<file path="config.mk">
export PLATFORM = sky130hd
export DESIGN_NAME = control_sequencer
export DESIGN_NICKNAME = d
export VERILOG_FILES = /design/src/rtl/cpu_pkg.sv /design/src/rtl/instr_class.sv /design/src/rtl/control_sequencer.sv
export SDC_FILE = /design/constraint.sdc
export NUM_CORES = 1
export LEC_CHECK = 0
export CORE_UTILIZATION = 41
export DETAILED_ROUTE_END_ITERATION = 8
export HOLD_SLACK_MARGIN = 0.03
export PLACE_DENSITY_LB_ADDON = 0.08
export RECOVER_POWER = 50
export SETUP_SLACK_MARGIN = 0.2
export SLEW_MARGIN = 25
export SYNTH_ARGS = -nofsm -noshare
export SYNTH_HDL_FRONTEND = slang
export SYNTH_SLANG_ARGS = --single-unit
export TNS_END_PERCENT = 30
</file>
<file path="constraint.sdc">
create_clock -name clk -period 1.8 [get_ports clk]
set_input_delay 0.36 -clock clk [delete_from_list [all_inputs] [get_ports clk]]
set_output_delay 0.36 -clock clk [all_outputs]
set_load 0.02 [all_outputs]
</file>
<file path="src/rtl/cpu_pkg.sv">
// Shared encodings for the control sequencer, its instruction classifier and the control LUT.
package cpu_pkg;

  localparam int unsigned STATE_W = 3;
  localparam int unsigned INSTR_W = 8;
  localparam int unsigned CTRL_W  = 16;
  localparam int unsigned CNT_W   = 8;
  localparam int unsigned OP_W    = 4;

  typedef enum logic [STATE_W-1:0] {
    ST_FETCH     = 3'b000,
    ST_DECODE    = 3'b001,
    ST_EXECUTE   = 3'b010,
    ST_WRITEBACK = 3'b011,
    ST_OUTPUT    = 3'b100,
    ST_HALT      = 3'b111
  } state_e;

  localparam logic [OP_W-1:0]    OP_LOAD = 4'hA;
  localparam logic [OP_W-1:0]    OP_JUMP = 4'h9;
  localparam logic [OP_W-1:0]    OP_BEZ  = 4'hE;
  localparam logic [OP_W-1:0]    OP_BNEZ = 4'hF;
  localparam logic [INSTR_W-1:0] NOP     = 8'h00;

endpackage

</file>
<file path="src/rtl/instr_class.sv">
// Opcode classifier: flags opcodes whose result must pass through WRITEBACK/OUTPUT.
module instr_class
  import cpu_pkg::*;
(
  input  logic [OP_W-1:0] opcode_i,
  output logic            writeback_c_o
);

  // Jumps, branches and the zero nibble (NOP) retire straight from EXECUTE.
  always_comb begin
    writeback_c_o = 1'b1;
    case (opcode_i)
      OP_JUMP, OP_BEZ, OP_BNEZ, 4'h0: writeback_c_o = 1'b0;
      OP_LOAD:                        writeback_c_o = 1'b1;
      default:                        writeback_c_o = 1'b1;
    endcase
  end

endmodule

</file>
<file path="src/rtl/control_sequencer.sv">
// Instruction sequencer FSM: fetch gating (run/single-step), decode halt, execute class
// routing and retired-instruction counting.
module control_sequencer
  import cpu_pkg::*;
(
  input  logic               clk,
  input  logic               rst,
  input  logic               ena,
  input  logic               run,
  input  logic               step,
  input  logic               mem_valid,
  input  logic [INSTR_W-1:0] instr_in,
  input  logic [CTRL_W-1:0]  ctrl_in,
  output logic [STATE_W-1:0] state,
  output logic [INSTR_W-1:0] instruction,
  output logic               mem_req,
  output logic               halted,
  output logic [CNT_W-1:0]   retired
);

  state_e             state_q, state_d;
  logic [INSTR_W-1:0] instr_q, instr_d;
  logic [CNT_W-1:0]   retired_q, retired_d;
  logic               halted_q, halted_d;
  logic               step_pend_q, step_pend_d;
  logic               step_prev_q, step_prev_d;

  logic writeback_c;
  logic fetch_go_c;
  logic accept_c;
  logic step_rise_c;

  instr_class u_instr_class (
    .opcode_i      (instr_q[OP_W-1:0]),
    .writeback_c_o (writeback_c)
  );

  assign step_rise_c = step && !step_prev_q;
  assign fetch_go_c  = (state_q == ST_FETCH) && (run || step_pend_q) && !halted_q;
  assign accept_c    = fetch_go_c && mem_valid;

  always_ff @(posedge clk) begin
    if (rst) begin
      state_q     <= ST_FETCH;
      instr_q     <= NOP;
      retired_q   <= '0;
      halted_q    <= 1'b0;
      step_pend_q <= 1'b0;
      step_prev_q <= 1'b0;
    end else if (ena) begin
      state_q     <= state_d;
      instr_q     <= instr_d;
      retired_q   <= retired_d;
      halted_q    <= halted_d;
      step_pend_q <= step_pend_d;
      step_prev_q <= step_prev_d;
    end
  end

  // A step edge coinciding with a fetch accept is consumed by that fetch.
  always_comb begin
    state_d     = state_q;
    instr_d     = instr_q;
    retired_d   = retired_q;
    halted_d    = halted_q;
    step_prev_d = step;
    step_pend_d = step_pend_q || step_rise_c;

    case (state_q)
      ST_FETCH: begin
        if (accept_c) begin
          instr_d     = instr_in;
          state_d     = ST_DECODE;
          step_pend_d = 1'b0;
        end
      end
      ST_DECODE: begin
        if ((ctrl_in == '0) && (instr_q != NOP)) begin
          state_d  = ST_HALT;
          halted_d = 1'b1;
        end else begin
          state_d = ST_EXECUTE;
        end
      end
      ST_EXECUTE: begin
        if (writeback_c && (instr_q != NOP)) begin
          state_d = ST_WRITEBACK;
        end else begin
          state_d   = ST_FETCH;
          retired_d = retired_q + CNT_W'(1);
        end
      end
      ST_WRITEBACK: state_d = ST_OUTPUT;
      ST_OUTPUT: begin
        state_d   = ST_FETCH;
        retired_d = retired_q + CNT_W'(1);
      end
      ST_HALT:  state_d = ST_HALT;
      default:  state_d = ST_FETCH;
    endcase
  end

  assign state       = state_q;
  assign instruction = instr_q;
  assign retired     = retired_q;
  assign halted      = halted_q;
  assign mem_req     = fetch_go_c;

endmodule
</file>
==> impl_metrics.env <==
export IMPL_wl_per_cell_um=14.43
export IMPL_p_per_area_mw_per_mm2=631.9
export IMPL_post_route_min_period_ns=1.730
export IMPL_die_height_um=55.02
export IMPL_syn_nets=162
export IMPL_yosysUniqueCellTypes=38
export IMPL_cp_end_kind="primary output"
export IMPL_portBuffers=50
export IMPL_hpwl_um=2167
export IMPL_overflow=0
export IMPL_cts_tree="done"
export IMPL_hp_class="flip-flop to flip-flop"
export IMPL_root_buffer="clkbuf_4"
export IMPL_grt_pass1_vias=1082
export IMPL_final_setup_skew_ns=0.005314
export IMPL_layout_area_seq_sq_um=441.7
export IMPL_crit_type="flip-flop to primary output"
export IMPL_nets=223
export IMPL_async_flop_share_pct=0
export IMPL_initial_core_util_pct=44.88
export IMPL_total_power_mw=1.176
export IMPL_syn2layout_area_growth_pct=61.56
export IMPL_rsz0062_at_grt="yes"
export IMPL_ys_seq_area_share_pct=38.22
export IMPL_synthMuxAreaShare_pct=8.686
export IMPL_yosysWarnings=0
export IMPL_globalplace_congestion=0.8058
export IMPL_fmax_mhz=577.9
export IMPL_synth_xor_area_share_pct=1.520
export IMPL_arrival_ns=1.37
export IMPL_n_antenna_cell=0
export IMPL_synth_area_sq_mm=0.001152
export IMPL_die_w_um=55.02
export IMPL_dieArea_sq_mm=0.003027
export IMPL_irDropWorstVdd_uv=695.1
export IMPL_firstDrtPassIters=4
export IMPL_fp_coreArea_sq_mm=0.002567
export IMPL_critPathRequiredTime_ns=1.44
export IMPL_synth_top_family_by_area="simple AND/OR/NAND/NOR gates"
export IMPL_ys_flop_type="dfxtp_1"
export IMPL_clkTransAtPathRegs_ns=0.12
export IMPL_ios=51
export IMPL_placed_area_sq_mm=0.001744
export IMPL_slew_violations=0
export IMPL_ys_seq_elements=22
export IMPL_p_leak_nw=0.7723
export IMPL_nFillCells=203
export IMPL_mostFrequentLayoutCells="clkdlybuf4s50_1 (29), dfxtp_1 (21), nor2_1 (15)"
export IMPL_worst_slew_pin_slew_ns=0.3899
export IMPL_grt_util_all_layers_pct=21.99
export IMPL_max_cap_violations=0
export IMPL_rows=18
export IMPL_fin_area_sq_mm=0.001862
export IMPL_dr_first_iter_drc_count=25
export IMPL_relSlewSlack_pct=74.01
export IMPL_ant_nets=0
export IMPL_wirelength_um=3190
export IMPL_viasPerCell=5.543
export IMPL_cts_buffer_depth=2
export IMPL_vias=1225
export IMPL_synth_fa_ha_area_share_pct=1.086
export IMPL_setup_violations=0
export IMPL_antenna_found_initial=0
export IMPL_htreeDepth=1
export IMPL_drc=0
export IMPL_synth_compound_area_share_pct=19.54
export IMPL_grt_max_degree=18
export IMPL_avgSynthCellArea_sq_um=8.797
export IMPL_grt_first_pass_wirelength_um=4788
export IMPL_synth_edf_count=0
export IMPL_crit_fanout=3
export IMPL_numCtsBuffers=3
export IMPL_post_route_period_util_pct=96.14
export IMPL_layout_commonest_cell="clkdlybuf4s50_1"
export IMPL_cts_sinks=22
export IMPL_ctsHoldBuffers=0
export IMPL_synth_simple_gate_area_share_pct=24.21
export IMPL_hold_violations=0
export IMPL_clock_latency_ns=0.31
export IMPL_critPathLaunchType="flip-flop"
export IMPL_status="finished, final reports clean"
export IMPL_syn_instance_count=131
export IMPL_drive_gt1_share_pct=15.71
export IMPL_multi_input_area_sq_um=696.9
==> Yosys cell counts, types with 2 or more instances <==
master,n,area share (%)
o21ai_0,3,1.3
buf_4,2,1.3
or4_1,6,3.9
inv_1,5,1.6
and3_1,2,1.1
dfxtp_1,22,38
nand2b_1,4,2.2
a21oi_1,9,3.9
a211oi_2,2,2.2
o21bai_1,2,1.3
nand4_1,3,1.6
or3_1,2,1.1
o31ai_1,6,3.9
nor3_1,3,1.3
nand3_1,2,0.87
nor4_1,5,2.7
nor2_1,15,4.9
clkbuf_1,3,0.98
nand2_1,5,1.6
buf_6,2,2.0
mux2i_1,10,8.7
buf_2,2,0.87
==> where the power goes <==
part           switching [mW]  internal, mW
clock                   0.149         0.225
combinational           0.134         0.148
sequential             0.0160         0.505
total                   0.299         0.878
==> registers in the layout (all words and copies together) (netlist names) <==
name         count
retired          8
step_pend_q      1
state            3
instruction      8
step_prev_q      1
halted           1
==> logic make-up (layout without fill, tap and decap cells) <==
family,count (synthesis),after routing
AND/OR/NAND/NOR,51,51
AO/OA/AOI/OAI,31,31
flip-flops,22,22
buffers and inverters,14,74
multiplexers,10,10
XOR/XNOR,2,2
adder cells (fa/ha/maj),1,1
==> timing repair <==
item | in CTS | in global routing
buffers inserted | 0 | 1
resized for setup | 12 | 27
endpoints found under the setup margin | 36 | 36
cloned | 1 | 1
pin swaps | 1 | 7
==> worst max-delay path, stage by stage (launching register included) <==
cell	delay [ns]
dfxtp_1	0.36
or3_4	0.39
nor2_1	0.15
buf_4	0.17
==> metal layers <==
metal,track usage (%),wire (um)
met5,0,0
met4,4.167,70
met1,27.14,1358
met2,37.35,1588
met3,7.104,173
==> cell type report <==
class                           count  share of cell area, %
Tap cell                           30                  2.016
Multi-Input combinational cell     95                  37.43
Inverter                            5                  1.008
Clock buffer                        3                  1.210
Timing Repair Buffer               65                  33.00
Sequential cell                    22                  23.72
Clock inverter                      1                  1.613
==> stage by stage <==
stage / worst slack, ns / TNS [ns] / hold WS, ns / instances / util, %
6_report: 0.06956 / 0 / 0.4894 / 221 / 72.51
3_5_place_dp: -0.1486 / -0.9387 / 0.4765 / 214 / 67.93
2_1_floorplan: 0.1569 / 0 / 0.4604 / 131 / -
4_1_cts: 0.02597 / 0 / 0.4939 / 219 / 70.86
5_1_grt: 0.02069 / 0 / 0.5174 / 221 / 72.51
3_3_place_gp: -0.1357 / -0.6882 / 0.4618 / 214 / 67.93
==> path summary, 6_finish.rpt <==
check / end / startpoint / slack [ns] / depth (start not counted)
max: mem_req / state[0] / 0.07 / 3
min: retired[7] / retired[7] / 0.49 / 2
max reg2reg: retired[4] / state[1] / 0.10 / 6
min reg2reg: retired[7] / retired[7] / 0.49 / 2
Note: power is estimated with default switching activity, not from simulation.
